$ cat src/rtl/decode_regfile_mp_if.sv
// Decode/execute/writeback handshake bundle for the decode-stage register file.
// Master side is the surrounding pipeline, slave side is the register file.
interface decode_regfile_mp_if #(
    parameter int XLEN  = 32,
    parameter int NREGS = 32,
    parameter int NRD   = 2
);
    localparam int AW = $clog2(NREGS);

    logic                dec_valid;
    logic                dec_ready;
    logic [NRD*AW-1:0]   rs_addr;
    logic                dst_set;
    logic [AW-1:0]       dst_addr;
    logic                flush;
    logic                out_valid;
    logic                out_ready;
    logic [NRD*XLEN-1:0] rs_data;
    logic                wr_en;
    logic [AW-1:0]       wr_addr;
    logic [XLEN-1:0]     wr_data;
    logic                busy;

    modport master (
        output dec_valid, rs_addr, dst_set, dst_addr, flush,
        output out_ready, wr_en, wr_addr, wr_data,
        input  dec_ready, out_valid, rs_data, busy
    );

    modport slave (
        input  dec_valid, rs_addr, dst_set, dst_addr, flush,
        input  out_ready, wr_en, wr_addr, wr_data,
        output dec_ready, out_valid, rs_data, busy
    );
endinterface

$ cat src/rtl/decode_regfile_mp.sv
// Decode-stage register file: NRD registered read ports, writeback bypass,
// and a pending-write scoreboard that stalls decode on load-use hazards.
module decode_regfile_mp #(
    parameter int XLEN   = 32,
    parameter int NREGS  = 32,
    parameter int NRD    = 2,
    parameter int BYPASS = 1,
    parameter int SCORE  = 1
) (
    input  logic             clk,
    input  logic             rst,
    decode_regfile_mp_if.slave bus
);
    localparam int AW = $clog2(NREGS);

    logic [XLEN-1:0]     mem [NREGS];
    logic [NREGS-1:0]    pend;
    logic [NREGS-1:0]    pend_n;
    logic [AW-1:0]       rs [NRD];
    logic [NRD-1:0]      wr_hit;
    logic [NRD-1:0]      hz;
    logic [NRD*XLEN-1:0] data_n;
    logic [NRD*XLEN-1:0] data_q;
    logic                out_valid_q;
    logic                hazard;
    logic                ready;
    logic                accept;

    always_comb begin
        hz     = '0;
        wr_hit = '0;
        data_n = '0;
        for (int i = 0; i < NRD; i++) begin
            rs[i]     = bus.rs_addr[i*AW +: AW];
            wr_hit[i] = bus.wr_en && (bus.wr_addr == rs[i])
                        && (rs[i] != '0);
            hz[i] = ((SCORE != 0) && pend[rs[i]] && !wr_hit[i])
                    || ((BYPASS == 0) && wr_hit[i]);
            if ((BYPASS != 0) && wr_hit[i])
                data_n[i*XLEN +: XLEN] = bus.wr_data;
            else if (rs[i] != '0)
                data_n[i*XLEN +: XLEN] = mem[rs[i]];
        end
    end

    assign hazard = |hz;
    assign ready  = (!out_valid_q || bus.out_ready) && !hazard && !bus.flush;
    assign accept = bus.dec_valid && ready;

    // Set beats clear when the same index is marked and written back together.
    always_comb begin
        pend_n = pend;
        if (bus.wr_en)
            pend_n[bus.wr_addr] = 1'b0;
        if ((SCORE != 0) && accept && bus.dst_set && (bus.dst_addr != '0))
            pend_n[bus.dst_addr] = 1'b1;
        pend_n[0] = 1'b0;
    end

    always_ff @(posedge clk or negedge rst) begin
        if (!rst) begin
            for (int r = 0; r < NREGS; r++)
                mem[r] <= '0;
        end else if (bus.wr_en && (bus.wr_addr != '0)) begin
            mem[bus.wr_addr] <= bus.wr_data;
        end
    end

    always_ff @(posedge clk or negedge rst) begin
        if (!rst)
            pend <= '0;
        else
            pend <= pend_n;
    end

    always_ff @(posedge clk or negedge rst) begin
        if (!rst) begin
            out_valid_q <= 1'b0;
            data_q      <= '0;
        end else begin
            if (bus.flush)
                out_valid_q <= 1'b0;
            else if (accept)
                out_valid_q <= 1'b1;
            else if (bus.out_ready)
                out_valid_q <= 1'b0;
            if (accept)
                data_q <= data_n;
        end
    end

    assign bus.dec_ready = ready;
    assign bus.out_valid = out_valid_q;
    assign bus.rs_data   = data_q;
    assign bus.busy      = |pend;
endmodule

$ cat src/flat_wrapper.sv
// flat-port wrapper written by rule: the top's interface ports become plain ports
module decode_regfile_mp_flat 
#(
    parameter int XLEN   = 32,
    parameter int NREGS  = 32,
    parameter int NRD    = 2,
    parameter int BYPASS = 1,
    parameter int SCORE  = 1
)
  (clk, rst, bus_dec_valid, bus_rs_addr, bus_dst_set, bus_dst_addr, bus_flush, bus_out_ready, bus_wr_en, bus_wr_addr, bus_wr_data, bus_dec_ready, bus_out_valid, bus_rs_data, bus_busy);
  decode_regfile_mp_if #(.XLEN(XLEN), .NREGS(NREGS), .NRD(NRD)) bus_i ();
  input  logic clk;
  input  logic rst;
  input wire logic [$bits(bus_i.dec_valid)-1:0] bus_dec_valid;
  input wire logic [$bits(bus_i.rs_addr)-1:0] bus_rs_addr;
  input wire logic [$bits(bus_i.dst_set)-1:0] bus_dst_set;
  input wire logic [$bits(bus_i.dst_addr)-1:0] bus_dst_addr;
  input wire logic [$bits(bus_i.flush)-1:0] bus_flush;
  input wire logic [$bits(bus_i.out_ready)-1:0] bus_out_ready;
  input wire logic [$bits(bus_i.wr_en)-1:0] bus_wr_en;
  input wire logic [$bits(bus_i.wr_addr)-1:0] bus_wr_addr;
  input wire logic [$bits(bus_i.wr_data)-1:0] bus_wr_data;
  output wire logic [$bits(bus_i.dec_ready)-1:0] bus_dec_ready;
  output wire logic [$bits(bus_i.out_valid)-1:0] bus_out_valid;
  output wire logic [$bits(bus_i.rs_data)-1:0] bus_rs_data;
  output wire logic [$bits(bus_i.busy)-1:0] bus_busy;
  assign bus_i.dec_valid = bus_dec_valid;
  assign bus_i.rs_addr = bus_rs_addr;
  assign bus_i.dst_set = bus_dst_set;
  assign bus_i.dst_addr = bus_dst_addr;
  assign bus_i.flush = bus_flush;
  assign bus_i.out_ready = bus_out_ready;
  assign bus_i.wr_en = bus_wr_en;
  assign bus_i.wr_addr = bus_wr_addr;
  assign bus_i.wr_data = bus_wr_data;
  assign bus_dec_ready = bus_i.dec_ready;
  assign bus_out_valid = bus_i.out_valid;
  assign bus_rs_data = bus_i.rs_data;
  assign bus_busy = bus_i.busy;
  decode_regfile_mp #(.XLEN(XLEN), .NREGS(NREGS), .NRD(NRD), .BYPASS(BYPASS), .SCORE(SCORE)) u_core (.clk(clk), .rst(rst), .bus(bus_i));
endmodule
$ cat config.mk
export PLATFORM = sky130hd
export DESIGN_NAME = decode_regfile_mp_flat
export DESIGN_NICKNAME = d
export VERILOG_FILES = /design/src/rtl/decode_regfile_mp_if.sv /design/src/rtl/decode_regfile_mp.sv /design/src/flat_wrapper.sv
export SDC_FILE = /design/constraint.sdc
export NUM_CORES = 2
export LEC_CHECK = 0
export BUFFER_PORTS_ARGS = -buffer_cell sky130_fd_sc_hd__buf_2
export CORE_MARGIN = 1.5
export CORE_UTILIZATION = 55
export CTS_BUF_LIST = sky130_fd_sc_hd__clkbuf_16
export DETAILED_ROUTE_END_ITERATION = 8
export PLACE_DENSITY = 0.74
export REMOVE_ABC_BUFFERS = 1
export SLEW_MARGIN = 15
export SYNTH_ARGS = -nofsm -noshare
export SYNTH_HDL_FRONTEND = slang
export SYNTH_SLANG_ARGS = --single-unit
export TNS_END_PERCENT = 30
$ cat constraint.sdc
create_clock -name clk -period 2.7 [get_ports clk]
set_clock_uncertainty 0.1 [all_clocks]
set_input_delay 0.27 -clock clk [delete_from_list [all_inputs] [get_ports clk]]
set_output_delay 0.27 -clock clk [all_outputs]
set_load 0.1 [all_outputs]
==> impl_metrics.env <==
export IMPL_status="finished with violations"
export IMPL_failed_checks="setup timing"
export IMPL_layout_drive_gt1_share_pct=59.32
export IMPL_worstMarginPinSlew_ns=0.9393
export IMPL_place_congestion=0.8448
export IMPL_synth_edf_count=0
export IMPL_via_per_inst=6.932
export IMPL_async_reset_ff_share_pct=100.0
export IMPL_track_usage_pct=31.88
export IMPL_drt_wl_total_um=170300
export IMPL_finalCriticalPeriod_ns=3.044
export IMPL_drv_cap=0
export IMPL_crit_type="flop to output port"
export IMPL_critPathMaxStageDelay_ns=0.52
export IMPL_critPathCapture="bus_dec_ready"
export IMPL_ys_ff_latch=1120
export IMPL_wl_met1_um=68740
export IMPL_ys_warn_count=0
export IMPL_syn_instance_count=3712
export IMPL_fp_dieW_um=330.9
export IMPL_power_frac_clock_pct=30.6
export IMPL_io_buffers=125
export IMPL_grt_max_degree=86
export IMPL_rsz0062_at_grt="yes"
export IMPL_fp_dieH_um=330.9
export IMPL_wire_per_inst_um=32.04
export IMPL_power_leakage_nw=29.24
export IMPL_cp_max_fo=4
export IMPL_drtIter0Drc=3625
export IMPL_grt_overflow_total=0
export IMPL_netlist_area_um2=59130
export IMPL_synth_top_cells_by_area="dfrtp_1 47%, mux4_2 25%, mux2_2 19%, clkbuf_1 1.8%, nand2b_1 1.0%"
export IMPL_numCtsBuffers=116
export IMPL_power_frac_comb_pct=25.9
export IMPL_swShare_pct=30.87
export IMPL_layout_commonest_cell="dfrtp_1"
export IMPL_path_common_cell="buf_12"
export IMPL_synth_distinct_cells=52
export IMPL_setup_viol=67
export IMPL_clock_path_buffers=3
export IMPL_die_area_um2=109500
export IMPL_cts_sinks=1120
export IMPL_rrSetupSlack_ns=-0.13
export IMPL_arrival_ns=2.67
export IMPL_finalNonFillerCells=5317
export IMPL_ant_nets=0
export IMPL_hp_class="primary input to async pin"
export IMPL_synth_seq_area_share_pct=47.40
export IMPL_yosys_most_used_dff="dfrtp_1"
export IMPL_htree_num_levels=3
export IMPL_rr_startpoint="u_core.pend[23]$_DFF_PN0_"
export IMPL_grt_pass1_wl_um=253800
export IMPL_final_core_util_pct=63.25
export IMPL_dr_wl_met3_um=16900
export IMPL_fmax_ghz=0.3285
export IMPL_required_ns=2.33
export IMPL_start_util_pct=55.31
export IMPL_wl_met2_um=78890
export IMPL_power_density_nw_per_um2=772.6
export IMPL_start_kind="flop"
export IMPL_internal_power_mw=36.11
export IMPL_syn2layout_area_growth_pct=14.35
export IMPL_rows=120
export IMPL_antenna_found_initial=7
export IMPL_max_vdd_ir_drop_mv=0.5510
export IMPL_synth_avg_cell_area_um2=15.93
export IMPL_rr_endpoint="u_core.bus.rs_data[53]$_DFFE_PN0P_"
export IMPL_drc_errors=0
export IMPL_setup_ws_ns=-0.3439
export IMPL_relSlewSlack_pct=37.38
export IMPL_ioPinCount=126
export IMPL_crit_buf_inv=2
export IMPL_reg2reg_depth=10
export IMPL_fin_nets=3877
export IMPL_period_share_pct=112.7
export IMPL_vias=36860
export IMPL_clk_latency_ns=0.72
export IMPL_p_seq_share_pct=43.5
export IMPL_grt_pass1_vias=38060
export IMPL_crit_chain="mux4_2 > a2111oi_4 > o41ai_4 > nor2_2 > buf_12 > buf_12"
export IMPL_cp_top_family="multiplexers"
export IMPL_path_clk_slew_ns=0.07
export IMPL_netlist_area_leader_share_pct=47.40
export IMPL_critPathLaunch="u_core.pend[19]$_DFF_PN0_"
export IMPL_switching_power_mw=16.13
export IMPL_crit_cells=6
export IMPL_cts_tree="done"
export IMPL_core_area_um2=106900
export IMPL_routed_top_layer="met5"
export IMPL_yosys_area_top_type="dfrtp_1"
export IMPL_critPathCaptureType="output port"
export IMPL_clockRootBuffer="clkbuf_16"
export IMPL_hold_viol=0
export IMPL_drt_pass1_iterations=5
export IMPL_dp_final_hpwl_um=103200
export IMPL_slew_viol_final=0
export IMPL_cp_slowest_cell="mux4_2"
export IMPL_layout_common_cells="1120 x dfrtp_1, 1003 x mux2_2, 649 x mux4_2, 147 x buf_4, 119 x clkbuf_16"
export IMPL_dp_cells=5074
-- layout make-up --
| cell class | instances | area, um^2 |
|---|---|---|
| clock inverters | 95 | 803.3 |
| flip-flops and latches | 1120 | 28030 |
| inverters | 23 | 91.34 |
| fillers | 7555 | 39290 |
| multi-input cells | 2153 | 29630 |
| well taps | 1403 | 1755 |
| clock buffers | 118 | 2953 |
| diodes | 1 | 2.502 |
| repair buffers | 404 | 4352 |
-- power groups by stage --
stage	Clock (mW)	Sequential (mW)	Combinational (mW)
3_3_place_gp	0	22.7	13.0
2_1_floorplan	0	24.7	7.26
4_1_cts	16.2	22.6	13.5
3_5_place_dp	0	22.9	13.2
6_report	16.0	22.7	13.5
5_1_grt	16.9	23.1	14.3
-- per-stage QoR --
| stage | TNS (ns) | hold slack, ns | area (um^2) | power [mW] | setup WS, ns |
|---|---|---|---|---|---|
| floorplan | -309.01 | -0.1256 | 57390 | 31.93 | -3.143 |
| global placement | -3.304 | 0.1842 | 63230 | 35.64 | -0.1243 |
| detailed placement | -6.185 | 0.1865 | 63230 | 36.12 | -0.1393 |
| CTS | -6.496 | 0.003836 | 67430 | 52.28 | -0.3564 |
| global route | -6.890 | 0.05758 | 67610 | 54.23 | -0.4167 |
| finish | -5.498 | 0.04692 | 67610 | 52.24 | -0.3439 |
-- cell families (layout without fill, tap and decap cells) --
group | count (synthesis) | in the layout | share of synthesized area, %
compound gates | 50 | 50 | 0.7978
xor+xnor | 10 | 10 | 0.1481
buf+inv | 439 | 640 | 3.094
flops | 1120 | 1120 | 47.40
mux | 1719 | 1719 | 45.24
other cells | 0 | 1 | 0
simple gates | 374 | 374 | 3.322
-- worst reg2reg max path, stage by stage (launching register included) --
cell and delay (ns):
dfrtp_1 0.40, mux4_2 0.50, mux2_4 0.29, nand3_2 0.09, a41oi_4 0.11, buf_6 0.15
nor3_4 0.17, buf_6 0.18, buf_12 0.19, buf_12 0.19, mux2_4 0.32
-- Yosys cell counts, types with 3 or more instances --
| cell | n |
|---|---|
| dfrtp_1 | 1120 |
| o211ai_1 | 3 |
| nor2b_1 | 6 |
| nand2_1 | 89 |
| or4_1 | 3 |
| a32o_1 | 21 |
| mux2_1 | 26 |
| clkbuf_1 | 288 |
| buf_4 | 7 |
| nor3_1 | 6 |
| mux2i_1 | 9 |
| mux4_2 | 649 |
| mux2_4 | 25 |
| and3_1 | 8 |
| buf_2 | 40 |
| nand2b_1 | 97 |
| buf_6 | 14 |
| a22o_1 | 8 |
| nor3b_1 | 6 |
| nor2_1 | 27 |
| nor4_1 | 10 |
| inv_1 | 23 |
| nand3_1 | 101 |
| xnor2_1 | 10 |
| nand3b_1 | 5 |
| nand4_1 | 4 |
| and3b_1 | 3 |
| mux2_2 | 1010 |
| buf_1 | 67 |
-- state kept, by name, summed over array words and instances, names as in the netlist --
register / flops
u_core.bus.out_valid: 1
u_core.bus.rs_data: 64
u_core.pend: 31
u_core.mem: 1024
-- worst min path at each step --
stage / cells after the start / endpoint / slack, ns / from
2_1_floorplan: 0 / u_core.bus.out_valid$_DFFE_PN0P_ / -0.13 / rst
3_3_place_gp: 1 / u_core.bus.out_valid$_DFFE_PN0P_ / 0.18 / rst
3_5_place_dp: 1 / u_core.bus.out_valid$_DFFE_PN0P_ / 0.19 / rst
4_1_cts: 4 / u_core.pend[19]$_DFF_PN0_ / 0.004 / bus_dst_addr[1]
5_1_grt: 2 / u_core.bus.out_valid$_DFFE_PN0P_ / 0.06 / rst
6_report: 2 / u_core.pend[18]$_DFF_PN0_ / 0.05 / rst
-- layer usage --
layer / track usage [%] / up-vias
met2: 48.11 / 1804
met5: 0 / -
li1: - / 14590
met3: 8.264 / 338
met1: 45.53 / 20120
met4: 10.56 / 4
-- repair_timing --
action | in CTS | in global routing
pin swaps | 3 | 6
setup endpoints to repair | 21 | 74
setup buffers | 7 | 5
gates cloned | 5 | 1
hold buffers | 11 | 0
hold endpoints to repair | 987 | 0
gates resized for setup | 30 | 31
Power figures use the tool's default switching activity.
